==> src/rtl/lagarto_l15_arb_pkg.sv <==
// Shared definitions for the Lagarto L1.5 request-port arbiter:
// requester indices, default widths and the threadid table entry.
package lagarto_l15_arb_pkg;

  // Fixed requester slots on the tile-side port.
  localparam int REQ_ICACHE = 0;
  localparam int REQ_DCACHE = 1;
  localparam int REQ_UNC    = 2;

  // Default geometry of the arbiter.
  localparam int DEF_NUM_REQ   = 3;
  localparam int DEF_TID_W     = 2;
  localparam int DEF_PAYLOAD_W = 112;
  localparam int DEF_RTRN_W    = 160;

  // Owner field is sized for the largest supported requester count (8).
  localparam int OWNER_W = 3;

  // One entry per L1.5 threadid: in-flight flag and the requester it belongs to.
  typedef struct packed {
    logic               busy;
    logic [OWNER_W-1:0] owner;
  } tid_entry_t;

  // Issue register state: empty, or holding a request for the L1.5.
  typedef enum logic [0:0] {
    ISS_IDLE = 1'b0,
    ISS_HOLD = 1'b1
  } iss_state_e;

endpackage

==> src/rtl/lagarto_rr_arbiter.sv <==
// N-wide round-robin picker. The winner is the first active request at or
// after the pointer (wrapping); the pointer advances past the winner when
// en_i is set.
module lagarto_rr_arbiter #(
  parameter int N     = 3,
  parameter int IDX_W = $clog2(N)
) (
  input  logic             clk_i,
  input  logic             rst_ni,
  input  logic [N-1:0]     req_i,
  input  logic             en_i,
  output logic [N-1:0]     gnt_o,
  output logic [IDX_W-1:0] idx_o,
  output logic             any_o
);

  logic [IDX_W-1:0] ptr_q;
  logic [IDX_W-1:0] ptr_d;
  logic [N-1:0]     upper_s;
  logic [N-1:0]     lower_s;
  logic [N-1:0]     sel_s;
  logic             found_s;

  // Split requests around the pointer; prefer the upper segment, then pick its lowest index.
  always_comb begin
    upper_s = '0;
    lower_s = '0;
    gnt_o   = '0;
    idx_o   = '0;
    found_s = 1'b0;
    for (int i = 0; i < N; i++) begin
      upper_s[i] = req_i[i] & (IDX_W'(i) >= ptr_q);
      lower_s[i] = req_i[i] & (IDX_W'(i) <  ptr_q);
    end
    sel_s = (|upper_s) ? upper_s : lower_s;
    for (int i = 0; i < N; i++) begin
      gnt_o[i] = sel_s[i] & ~found_s;
      idx_o    = (sel_s[i] & ~found_s) ? IDX_W'(i) : idx_o;
      found_s  = found_s | sel_s[i];
    end
    any_o = |req_i;
  end

  // Next pointer: one past the winner, wrapping at N.
  always_comb begin
    ptr_d = (en_i & any_o) ?
            ((idx_o == IDX_W'(N - 1)) ? '0 : idx_o + IDX_W'(1'b1)) :
            ptr_q;
  end

  // Round-robin pointer register.
  always_ff @(posedge clk_i or negedge rst_ni) begin
    if (!rst_ni) begin
      ptr_q <= '0;
    end else begin
      ptr_q <= ptr_d;
    end
  end

endmodule

==> src/rtl/lagarto_l15_arbiter.sv <==
// Shares the single L1.5 request/return port among NUM_REQ core clients.
// Requests are picked round-robin, tagged with the lowest free threadid and
// held until the L1.5 header ack; returns are steered back to the owner of
// their threadid. Also reports idle status and a sticky protocol error.
module lagarto_l15_arbiter
  import lagarto_l15_arb_pkg::*;
#(
  parameter int NUM_REQ   = DEF_NUM_REQ,
  parameter int TID_W     = DEF_TID_W,
  parameter int PAYLOAD_W = DEF_PAYLOAD_W,
  parameter int RTRN_W    = DEF_RTRN_W,
  parameter int IDX_W     = $clog2(NUM_REQ)
) (
  input  logic                         clk_i,
  input  logic                         rst_ni,
  input  logic [NUM_REQ-1:0]           req_valid_i,
  input  logic [NUM_REQ*PAYLOAD_W-1:0] req_payload_i,
  output logic [NUM_REQ-1:0]           req_ready_o,
  output logic                         l15_val_o,
  output logic [PAYLOAD_W-1:0]         l15_payload_o,
  output logic [TID_W-1:0]             l15_tid_o,
  input  logic                         l15_header_ack_i,
  input  logic                         l15_rtrn_val_i,
  input  logic [TID_W-1:0]             l15_rtrn_tid_i,
  input  logic                         l15_rtrn_last_i,
  input  logic [RTRN_W-1:0]            l15_rtrn_payload_i,
  output logic                         l15_rtrn_ack_o,
  output logic [NUM_REQ-1:0]           rsp_valid_o,
  output logic [RTRN_W-1:0]            rsp_payload_o,
  input  logic [NUM_REQ-1:0]           rsp_ready_i,
  input  logic                         drain_i,
  output logic                         idle_o,
  output logic                         err_o
);

  localparam int NUM_TID = 2 ** TID_W;

  iss_state_e           state_q;
  logic [PAYLOAD_W-1:0] payload_q;
  logic [TID_W-1:0]     tid_q;
  logic                 err_q;
  tid_entry_t           tbl_q [NUM_TID];
  tid_entry_t           tbl_d [NUM_TID];

  logic [NUM_TID-1:0]   busy_s;
  logic [TID_W-1:0]     free_tid_s;
  logic                 any_free_s;
  logic                 found_s;
  logic [NUM_REQ-1:0]   arb_gnt_s;
  logic [IDX_W-1:0]     arb_idx_s;
  logic                 arb_any_s;
  logic                 grant_s;
  logic [PAYLOAD_W-1:0] win_payload_s;
  logic                 rtrn_busy_s;
  logic [NUM_REQ-1:0]   route_s;
  logic                 rtrn_ready_s;
  logic                 free_en_s;

  lagarto_rr_arbiter #(
    .N     (NUM_REQ),
    .IDX_W (IDX_W)
  ) u_rr (
    .clk_i  (clk_i),
    .rst_ni (rst_ni),
    .req_i  (req_valid_i),
    .en_i   (grant_s),
    .gnt_o  (arb_gnt_s),
    .idx_o  (arb_idx_s),
    .any_o  (arb_any_s)
  );

  // Registered busy vector and the lowest-numbered free threadid.
  always_comb begin
    busy_s     = '0;
    free_tid_s = '0;
    found_s    = 1'b0;
    for (int t = 0; t < NUM_TID; t++) begin
      busy_s[t] = tbl_q[t].busy;
    end
    for (int t = 0; t < NUM_TID; t++) begin
      free_tid_s = (~busy_s[t] & ~found_s) ? TID_W'(t) : free_tid_s;
      found_s    = found_s | ~busy_s[t];
    end
    any_free_s = ~&busy_s;
  end

  // Grant when the issue register frees up this cycle, drain is off and a tid is free.
  always_comb begin
    grant_s       = ((state_q == ISS_IDLE) | l15_header_ack_i) & ~drain_i &
                    any_free_s & arb_any_s;
    req_ready_o   = grant_s ? arb_gnt_s : '0;
    win_payload_s = '0;
    for (int i = 0; i < NUM_REQ; i++) begin
      win_payload_s = arb_gnt_s[i] ? req_payload_i[i*PAYLOAD_W +: PAYLOAD_W] : win_payload_s;
    end
  end

  // Return steering: route by the owner of the returning tid; drop returns on free tids.
  always_comb begin
    rtrn_busy_s = busy_s[l15_rtrn_tid_i];
    for (int i = 0; i < NUM_REQ; i++) begin
      route_s[i] = (tbl_q[l15_rtrn_tid_i].owner == OWNER_W'(i));
    end
    rtrn_ready_s   = |(rsp_ready_i & route_s);
    rsp_valid_o    = route_s & {NUM_REQ{l15_rtrn_val_i & rtrn_busy_s}};
    rsp_payload_o  = l15_rtrn_payload_i;
    l15_rtrn_ack_o = l15_rtrn_val_i & (~rtrn_busy_s | rtrn_ready_s);
    free_en_s      = l15_rtrn_ack_o & rtrn_busy_s & l15_rtrn_last_i;
  end

  // Tid table next state: allocate on grant, release on the last return beat.
  always_comb begin
    for (int t = 0; t < NUM_TID; t++) begin
      tbl_d[t].busy  = (tbl_q[t].busy & ~(free_en_s & (l15_rtrn_tid_i == TID_W'(t)))) |
                       (grant_s & (free_tid_s == TID_W'(t)));
      tbl_d[t].owner = (grant_s & (free_tid_s == TID_W'(t))) ? OWNER_W'(arb_idx_s) :
                       tbl_q[t].owner;
    end
  end

  // Issue FSM with its held payload/tid, the tid table and the sticky error flag.
  always_ff @(posedge clk_i or negedge rst_ni) begin
    if (!rst_ni) begin
      state_q   <= ISS_IDLE;
      payload_q <= '0;
      tid_q     <= '0;
      err_q     <= 1'b0;
      for (int t = 0; t < NUM_TID; t++) begin
        tbl_q[t] <= '0;
      end
    end else begin
      err_q <= err_q | (l15_rtrn_val_i & ~rtrn_busy_s);
      for (int t = 0; t < NUM_TID; t++) begin
        tbl_q[t] <= tbl_d[t];
      end
      case (state_q)
        ISS_IDLE: begin
          if (grant_s) begin
            state_q   <= ISS_HOLD;
            payload_q <= win_payload_s;
            tid_q     <= free_tid_s;
          end else begin
            state_q   <= ISS_IDLE;
          end
        end
        ISS_HOLD: begin
          if (grant_s) begin
            state_q   <= ISS_HOLD;
            payload_q <= win_payload_s;
            tid_q     <= free_tid_s;
          end else if (l15_header_ack_i) begin
            state_q   <= ISS_IDLE;
          end else begin
            state_q   <= ISS_HOLD;
          end
        end
        default: begin
          state_q <= ISS_IDLE;
        end
      endcase
    end
  end

  assign l15_val_o     = (state_q == ISS_HOLD);
  assign l15_payload_o = payload_q;
  assign l15_tid_o     = tid_q;
  assign err_o         = err_q;
  assign idle_o        = (state_q == ISS_IDLE) & ~|busy_s;

endmodule
==> config.mk <==
export PLATFORM = sky130hd
export DESIGN_NAME = lagarto_l15_arbiter
export DESIGN_NICKNAME = d
export VERILOG_FILES = /design/src/rtl/lagarto_l15_arb_pkg.sv /design/src/rtl/lagarto_rr_arbiter.sv /design/src/rtl/lagarto_l15_arbiter.sv
export SDC_FILE = /design/constraint.sdc
export NUM_CORES = 1
export LEC_CHECK = 0
export ABC_CLOCK_PERIOD_IN_PS = 2000
export CORE_AREA = 2 2 306 308
export DETAILED_ROUTE_END_ITERATION = 8
export DIE_AREA = 0 0 308 310
export SLEW_MARGIN = 20
export SYNTH_ARGS = -nofsm -noshare
export SYNTH_HDL_FRONTEND = slang
export SYNTH_HIERARCHICAL = 1
export SYNTH_SLANG_ARGS = --single-unit
==> constraint.sdc <==
create_clock -name clk_i -period 2 [get_ports clk_i]
set_clock_uncertainty 0.15 [all_clocks]
set_input_delay 0.4 -clock clk_i [delete_from_list [all_inputs] [get_ports clk_i]]
set_output_delay 0.4 -clock clk_i [all_outputs]
set_load 0.05 [all_outputs]
# Word-level counts from Yosys, hierarchy flattened
# Cells that the tools add are included.
totals:
  ff_bits: 130
  inputBits: 510
  out_inout_bits: 284
  elab_cells: 124
op_classes:
  add_sub_neg: 1
  n_lt_le_gt_ge: 8
  n_eq_ne: 9
  muxes: 22
  n_bitwise: 61
  n_reduce_logical: 10
op_table:
  columns: ["operator", "n"]
  rows:
  - ["2-to-1 mux 112 bit", 4]
  - ["AND 1 bit", 33]
  - ["NOT 1 bit", 15]
  - ["2-to-1 mux 3 bit", 4]
  - ["== test 2 bit, second input constant", 5]
  - ["2-to-1 mux 2 bit", 5]
  - ["OR 1 bit", 10]
  - ["OR reduction 3 bit", 3]
  - ["binary-select mux 4 bit (select 2 bit)", 1]
  - ["AND 3 bit", 2]
  - ["2-to-1 mux 1 bit", 6]
  - ["== test 2 x 1 -> 1 bit, second input constant", 2]
  - [">= comparator 1 x 2 -> 1 bit, first input constant", 2]
  - ["zero test 2 bit", 2]
  - ["less-than comparator 1 x 2 -> 1 bit, first input constant", 2]
  - ["AND reduction 4 bit", 1]
  - ["OR reduction 4 bit", 1]
  - ["== test 3 x 1 -> 1 bit, second input constant", 1]
  - ["== test 3 x 2 -> 1 bit, second input constant", 1]
  - [">= comparator 3 bit, second input constant", 1]
  - ["zero test 3 bit", 1]
  - ["less-than comparator 2 x 3 -> 1 bit, second input constant", 1]
  - ["NOT 2 -> 3 bit", 1]
  - ["adder 2 x 1 -> 2 bit, second input constant", 1]
  - ["5 further kinds", 6]

# Logic depth before layout (Yosys ltp)
# Gate-level depths: netlist of run 1.
logic_depth:
  depth_word: 15
  mapped_depth: 10
  mapped_depth_nobuf: 7

# Hierarchy
# Netlist of run 1, hierarchy kept.
by_module_without_submodules:
  columns: ["mod", "n_inst", "cells_each", "area_per_inst_um2", "seq_area_each_um2"]
  rows:
  - ["lagarto_l15_arbiter", 1, 879, 7840.0, 3203.1]
  - ["lagarto_rr_arbiter", 1, 29, 221.5, 50.0]

# Worst setup path after synthesis of run 1
# Ideal clock, no wire load.
synth_timing:
  kind: "in2out"
  startpoint: "input l15_rtrn_tid_i[0]"
  endpoint: "output rsp_valid_o[2]"
  arrival_ns: 2.232
  slack_ns: -0.782
  cell_stages: 3
  path_cell_list: "buf_6 > mux4_2 > nor3b_1"
synth_between:
  elab_chain_len: 6
  elab_cells_between_ends: 9
  cone_classes: "eq/ne: 1; mux: 5; bitwise: 3"
synth_rtl:
  columns: ["item", "line_no", "text"]
  rows:
  - ["start, declared", "lagarto_l15_arbiter.sv:24", "input logic [TID_W-1:0] l15_rtrn_tid_i,"]
  - ["NOT 2 -> 3 bit (not written as such)", "lagarto_l15_arbiter.sv:102", "route_s[i] = (tbl_q[l15_rtrn_tid_i].owner == OWNER_W'(i));"]
  - ["binary-select mux 4 bit (select 2 bit)", "lagarto_l15_arbiter.sv:102", null]
  - ["2-to-1 mux 3 bit (not written as such) (2 in series)", "lagarto_l15_arbiter.sv:102", null]
  - ["== test 3 x 2 -> 1 bit", "lagarto_l15_arbiter.sv:102", null]
  - ["AND 3 bit (*)", "lagarto_l15_arbiter.sv:105", "rsp_valid_o = route_s & {NUM_REQ{l15_rtrn_val_i & rtrn_busy_s}};"]
  - ["end, declared", "lagarto_l15_arbiter.sv:28", "output logic [NUM_REQ-1:0] rsp_valid_o,"]
# Every way passes the cells marked *; elsewhere a longest branch is shown, timed or not. The select of a mux whose other input is x is not followed.

# Worst setup path in the final report of run 1
layout_timing:
  startpoint: "register tbl_q[1] (netlist bit)"
  endpoint: "output l15_rtrn_ack_o"
layout_between:
  elab_chain_len: 8
  elab_cells_between_ends: 10
  cone_classes: "eq/ne: 2; mux: 3; bitwise: 3; reduce/logical: 2"
layout_rtl:
  columns: ["item", "line_no", "text"]
  rows:
  - ["start, declared", "lagarto_l15_arbiter.sv:42", "tid_entry_t tbl_q [NUM_TID];"]
  - ["start signal, assigned by index", "lagarto_l15_arbiter.sv:134", "tbl_q[t] <= tbl_d[t];"]
  - ["binary-select mux 4 bit (select 2 bit) (*)", "lagarto_l15_arbiter.sv:102", null]
  - ["2-to-1 mux 3 bit (not written as such) (*) (2 in series)", "lagarto_l15_arbiter.sv:102", null]
  - ["== test 3 x 1 -> 1 bit (tied with other cells)", "lagarto_l15_arbiter.sv:102", null]
  - ["AND 3 bit (*)", "lagarto_l15_arbiter.sv:104", "rtrn_ready_s = |(rsp_ready_i & route_s);"]
  - ["OR reduction 3 bit (*)", "lagarto_l15_arbiter.sv:104", null]
  - ["OR 1 bit (*)", "lagarto_l15_arbiter.sv:107", "l15_rtrn_ack_o = l15_rtrn_val_i & (~rtrn_busy_s | rtrn_ready_s);"]
  - ["AND 1 bit (*)", "lagarto_l15_arbiter.sv:107", null]
  - ["end, declared", "lagarto_l15_arbiter.sv:27", "output logic l15_rtrn_ack_o,"]
# Marks and branches as above.

==> results.json, run 1 <==
{
  "status": "finished with violations",
  "violations": "negative setup slack",
  "drc_errors": 0,
  "hold_path.startpoint": "l15_rtrn_tid_i[1]",
  "criticalPathCategory": "reg -> out",
  "fillers": 10000,
  "dieWidth_um": 308,
  "instances_no_fill": 2588,
  "syn_to_final_growth_pct": 131,
  "ys_types": 41,
  "start_util_pct": 8.72,
  "hold_path_class": "in -> reg",
  "hold_viol_final": 0,
  "dieArea_um2": 95500,
  "ios": 794,
  "cts.htree.levels": 4,
  "powerDensity_nw_per_um2": 1470,
  "drive_above_1_share_pct": 47.3,
  "synthCells": 908,
  "root_buffer": "clkbuf_16",
  "synth_edf_count": 0,
  "cp.required_ps": 1450,
  "arrival_ps": 2030,
  "setup_viol": 123,
  "timing.final.crit_period_ps": 2580,
  "grtUsageTotal_pct": 13.0,
  "routed_wl_mm": 66.9,
  "cp-start-kind": "register",
  "endpoint_kind": "output pin",
  "ir_worst_vdd_v": 0.000751,
  "ys_seq_elements": 130,
  "fp-row-count": 112,
  "drtIter0Drc": 445,
  "portBuffers": 473,
  "synth_most_common_cell": "buf_4",
  "timing.rr.start": "u_rr/ptr_q[0]$_DFFE_PN0P_",
  "place_area_um2": 13700,
  "nets": 1885,
  "antenna_found_initial": 11,
  "synth_top_cells_by_area": "dfrtp_1, buf_4, a221oi_1",
  "crit_fanout": 3,
  "cts-buffers-inserted": 17,
  "startpoint": "tbl_q[1]$_DFFE_PN0P_",
  "async_flop_share_pct": 100,
  "rsz0062_at_grt": "yes",
  "finalWorstSetupSlack_ps": -576,
  "ys_warn_count": 6,
  "cts_tree": "done",
  "via_per_inst": 3.67,
  "grt_pass1_wl_mm": 82.0,
  "fin_area_um2": 18600,
  "wl_per_cell_um": 25.9,
  "clock_path_buffers": 2,
  "clock_sinks": 130,
  "syn_area_per_cell_um2": 8.88,
  "worstMarginPinSlew_ps": 568,
  "final_antenna_net_count": 0,
  "gp_congestion": 0.886,
  "synth_seq_area_share_pct": 40.4,
  "post-route-period-util_pct": 129,
  "placedCellCount": 2441,
  "clk_latency_ps": 500,
  "crit_chain": "mux4_2, mux2i_1, o211ai_2, and2_4, buf_12",
  "slew_headroom_pct": 62.1,
  "slew_violations": 0,
  "synthTopCellsByCount": "buf_4, dfrtp_1, nand2_1, nor2_1",
  "fin_total_pwr_mw": 27.4,
  "drt_first_pass_iters": 5,
  "dp_slack_ps": -984,
  "grt_max_degree": 42,
  "cpPeakStageDelay_ps": 520,
  "grt_pass1_vias": 9543,
  "yosysTopAreaCell": "dfrtp_1",
  "p_leak_nw": 7.28,
  "ys.flop_type": "dfrtp_1",
  "yosysTopAreaCellShare_pct": 40.4,
  "fp.dieH_um": 310,
  "cap_viol_max_count": 0,
  "hpwl_mm": 44.1,
  "syn_area_um2": 8060,
  "grt_overflow": 0,
  "core_region_area_um2": 92500,
  "vias": 9497,
  "critPathSlowestCell": "mux4_2",
  "fmaxAchievable_mhz": 388,
  "syn-num-nets": 1418,
  "fin_util_pct": 20.2,
  "path_clk_slew_ps": 70
}
[layer usage]
metal	share of wire (%)	GRT usage (%)	vias up	routed length, um
met5	0.040	0	-	27
met4	4.3	6.52	4	2890
met3	12	7.82	114	8360
met2	49	22.2	697	33000
met1	34	12.3	4577	22600
li1	-	-	4105	-
[final cells by class]
cell class / count / area (um2) / area share, %
Antenna cell: 3 / 7.51 / 0.0403
Clock buffer: 21 / 470 / 2.52
Clock inverter: 11 / 129 / 0.691
Inverter: 6 / 30.0 / 0.161
Multi-Input combinational cell: 531 / 5440 / 29.1
Sequential cell: 130 / 3260 / 17.5
Tap cell: 1197 / 1500 / 8.03
Timing Repair Buffer: 689 / 7820 / 41.9
[placed cells by master (no fill, tap or decap), types with 5 or more instances in the layout]
master | netlist | final
buf_6 | 2 | 42
nand2_2 | 0 | 31
dfrtp_1 | 130 | 125
nand2_1 | 123 | 61
buf_16 | 0 | 35
a221oi_1 | 111 | 9
clkbuf_16 | 0 | 24
a221oi_4 | 0 | 44
buf_4 | 162 | 183
buf_12 | 0 | 49
a21oi_1 | 9 | 6
dfrtp_2 | 0 | 5
o31ai_1 | 111 | 31
mux2_2 | 8 | 5
o31ai_4 | 0 | 23
o31ai_2 | 0 | 57
buf_8 | 0 | 24
clkdlybuf4s50_1 | 0 | 343
a221oi_2 | 0 | 58
nor2_1 | 123 | 118
nand2_4 | 0 | 31
[power breakdown]
| part | total [mW] | internal, mW | switching (mW) | leakage, nW |
|---|---|---|---|---|
| logic | 19.2 | 8.49 | 10.7 | 5.36 |
| clock network | 3.44 | 1.94 | 1.50 | 0.290 |
| registers | 4.72 | 3.79 | 0.929 | 1.63 |
| total | 27.4 | 14.2 | 13.2 | 7.28 |
[through the flow]
stage | setup TNS [ps] | hold slack [ps]
floorplan | -826 | -45.6
global placement | -73340 | 269
detailed placement | -71890 | 274
CTS | -24380 | 263
global route | -42400 | 250
finish | -30380 | 223
[critical path, delay by kind of cell, from the launching register on]
family | cells | cell delay, ps
buf+inv | 1 | 130
compound gates | 1 | 170
simple gates | 1 | 180
mux | 2 | 670
flops | 1 | 390
[path summary, 6_finish.rpt]
check | end | slack [ps] | cells past startpoint
max in group asynchronous | l15_tid_o[1]$_DFFE_PN0P_ | 840 | 3
worst min-delay path | busy_s[0]$_DFF_PN0_ | 220 | 3
worst min register to register | l15_payload_o[53]$_DFFE_PN0P_ | 330 | 2
min in group asynchronous | l15_payload_o[25]$_DFFE_PN0P_ | 300 | 2
worst max register to register | l15_payload_o[95]$_DFFE_PN0P_ | -330 | 10
worst max-delay path | l15_rtrn_ack_o | -580 | 5
[state kept, by name, summed over array words and instances (netlist names)]
name           flops
u_rr/ptr_q         2
busy_s             4
l15_tid_o          2
l15_val_o          1
err_o              1
tbl_q              8
l15_payload_o    112
[what timing repair did]
action | CTS | global route
hold buffers | 1 | 0
cloned | 31 | 8
endpoints found under the setup margin | 121 | 128
hold endpoints to repair | 23 | 0
pin swaps | 57 | 58
gates resized for setup | 307 | 239
buffers inserted | 50 | 38
[cell families (layout without fill, tap and decap cells)]
| family | after synthesis | after routing | share of synthesized area, % |
|---|---|---|---|
| AOI/OAI and AO/OA | 247 | 247 | 24.4 |
| buffers and inverters | 247 | 727 | 19.3 |
| DFF | 130 | 130 | 40.4 |
| muxes | 13 | 13 | 2.20 |
| other | 0 | 3 | 0 |
| and+or+nand+nor | 271 | 271 | 13.7 |
(Power assumes the default switching activity.)
==> inputs of run 2 (changes only) <==
CAP_MARGIN = 5   (was unset)
==> results of run 2 <==
No change in the layout: final DEF, timing and power equal those of run 1.
==> inputs of run 3 (changes only) <==
PLACE_DENSITY = 0.31   (was unset)
SLEW_MARGIN = unset   (was 20)
==> run 3 against run 2 <==
  * The run still ends with negative setup slack left
  * Sequential cell count unchanged
  * Power decreased by 6.5%
  * Wire length down 15%
  * Via count decreased by 4.8%
  * Worst hold slack better by 43 ps
  * Largest power group unchanged
  * Sequential power shrank 4.2%
  * Clock-buffer cell count unchanged
  * Non-clock buffer count is 14 lower
  * Register-to-register slack gained 70 ps
  * Largest cell class unchanged
  * Utilization down 0.94 points
  * Maximum frequency decreased by 0.23%
  * Critical path type unchanged
==> results.json, run 3 (synthesis gave the netlist of run 1 again) <==
{
  "rsz0062_at_grt": "yes",
  "clock_sinks": 130,
  "via_per_inst": 3.52,
  "ios": 794,
  "violations": "negative setup slack",
  "clk_latency_ps": 500,
  "drive_above_1_share_pct": 39.4,
  "rr_worst_depth": 11,
  "start_util_pct": 8.72,
  "fp.dieH_um": 310,
  "cts.htree.levels": 4,
  "post-route-period-util_pct": 129,
  "grtUsageMet3_pct": 5.10,
  "worstMarginPinSlew_ps": 523,
  "dieWidth_um": 308,
  "ir_worst_vdd_v": 0.000673,
  "cts_tree": "done",
  "slew_violations": 0,
  "critical_path_depth": 5,
  "crit_fanout": 3,
  "routed_wl_mm": 56.6,
  "hpwl_mm": 35.0,
  "vias": 9041,
  "final_common_cell": "clkdlybuf4s50_1",
  "grt_pass1_wl_mm": 72.9,
  "grt_pass1_vias": 9434,
  "root_buffer": "clkbuf_16",
  "powerDensity_nw_per_um2": 1440,
  "grtUsageTotal_pct": 11.0,
  "critPathTopFamily": "multiplexers",
  "nets": 1871,
  "status": "finished with violations",
  "slew_headroom_pct": 65.2,
  "antenna_found_initial": 1,
  "grt_use_met2_pct": 17.5,
  "fin_total_pwr_mw": 25.6,
  "layout_common_cells": "clkdlybuf4s50_1, buf_4, dfrtp_1",
  "grt_busiest_layer": "met2",
  "portBuffers": 473,
  "endpoint_kind": "output pin",
  "path_clk_slew_ps": 70,
  "whs_ps": 266,
  "arrival_ps": 2030,
  "cp.buffers_inverters": 1,
  "cpPeakStageDelay_ps": 520,
  "hold_viol_final": 0,
  "cap_viol_max_count": 0,
  "grt_max_degree": 45,
  "criticalPathCategory": "reg -> out",
  "grt_overflow": 0,
  "fp-row-count": 112,
  "timing.final.crit_period_ps": 2580,
  "setup_viol": 123,
  "cp-start-kind": "register",
  "cts-buffers-inserted": 17,
  "syn_to_final_growth_pct": 121,
  "final_antenna_net_count": 0,
  "dieArea_um2": 95500,
  "fin_util_pct": 19.2,
  "drt_first_pass_iters": 5,
  "drc_errors": 0,
  "use_met1_pct": 12.3,
  "fmaxAchievable_mhz": 387,
  "wl_per_cell_um": 22.0,
  "drtIter0Drc": 463,
  "setup_tns_ps": -25500,
  "largest_reg_flops": 112,
  "p_leak_nw": 6.95,
  "gp_congestion": 0.705,
  "hold_path_class": "in -> async",
  "cp.required_ps": 1450,
  "critPathSlowestCell": "mux4_2",
  "fillers": 10100,
  "crit_chain": "mux4_2, mux2i_2, o211ai_2, and2_4, buf_12",
  "clock_path_buffers": 2,
  "core_region_area_um2": 92500,
  "finalWorstSetupSlack_ps": -582
}
==> run 3: cell count changes in the layout (fill, tap and decap cells not counted), moves of 4 or more <==
cell,delta
nand2_1,+59
o31ai_1,+54
o31ai_2,-32
nand2_4,-30
nand2_2,-29
o31ai_4,-22
buf_8,-14
a221oi_1,-9
a221oi_2,+5
a221oi_4,+4
buf_16,-4
==> run 3: through the flow <==
stage / instances / setup slack [ps] / cell area, um2
final: 2572 / -582 / 17800
after global routing: 2571 / -708 / 17800
after global placement: 2421 / -710 / 13600
after CTS: 2533 / -656 / 16900
after floorplan: 908 / -281 / 8200
after detailed placement: 2421 / -706 / 13600
==> run 3: power breakdown <==
part	switching [mW]	total (mW)	leakage, nW	internal [mW]
combinational	9.89	17.4	5.00	7.52
clock	1.47	3.66	0.314	2.19
sequential	0.726	4.52	1.63	3.79
==> run 3: area by class of cell <==
cell class                 instances  area, um2  share of cell area, %
antenna                            1       2.50                 0.0141
clock buffer                      21        470                   2.65
clock inverter                    11        176                  0.992
inverter                           6       25.0                  0.141
multi-input combinational        531       4790                   27.0
sequential                       130       3260                   18.3
tap                             1197       1500                   8.42
timing repair buffer             675       7560                   42.5
==> run 3: path summary, 6_finish.rpt <==
| path | to | from | slack [ps] |
|---|---|---|---|
| min in group clk_i | l15_payload_o[34]$_DFFE_PN0P_ | l15_payload_o[34]$_DFFE_PN0P_ | 330 |
| min reg2reg | l15_payload_o[34]$_DFFE_PN0P_ | l15_payload_o[34]$_DFFE_PN0P_ | 330 |
| max in group asynchronous | busy_s[0]$_DFF_PN0_ | rst_ni | 770 |
| min | l15_payload_o[23]$_DFFE_PN0P_ | rst_ni | 270 |
| max reg2reg | l15_payload_o[56]$_DFFE_PN0P_ | u_rr/ptr_q[1]$_DFFE_PN0P_ | -260 |
| max | l15_rtrn_ack_o | tbl_q[1]$_DFFE_PN0P_ | -580 |
==> run 3: repair_timing <==
action | CTS | global route
buffers inserted | 61 | 43
cloned | 27 | 10
pin swaps | 45 | 63
resized for setup | 274 | 103
endpoints found under the hold margin | 25 | 0
setup endpoints to repair | 114 | 127
hold buffers | 1 | 0
==> run 3: routing by layer <==
metal / vias up / part of all wire, % / wire, um
li1: 4067 / - / -
met2: 455 / 47 / 26400
met4: 0 / 4.5 / 2530
met1: 4399 / 39 / 22100
met3: 120 / 9.8 / 5570
met5: - / 0 / 0
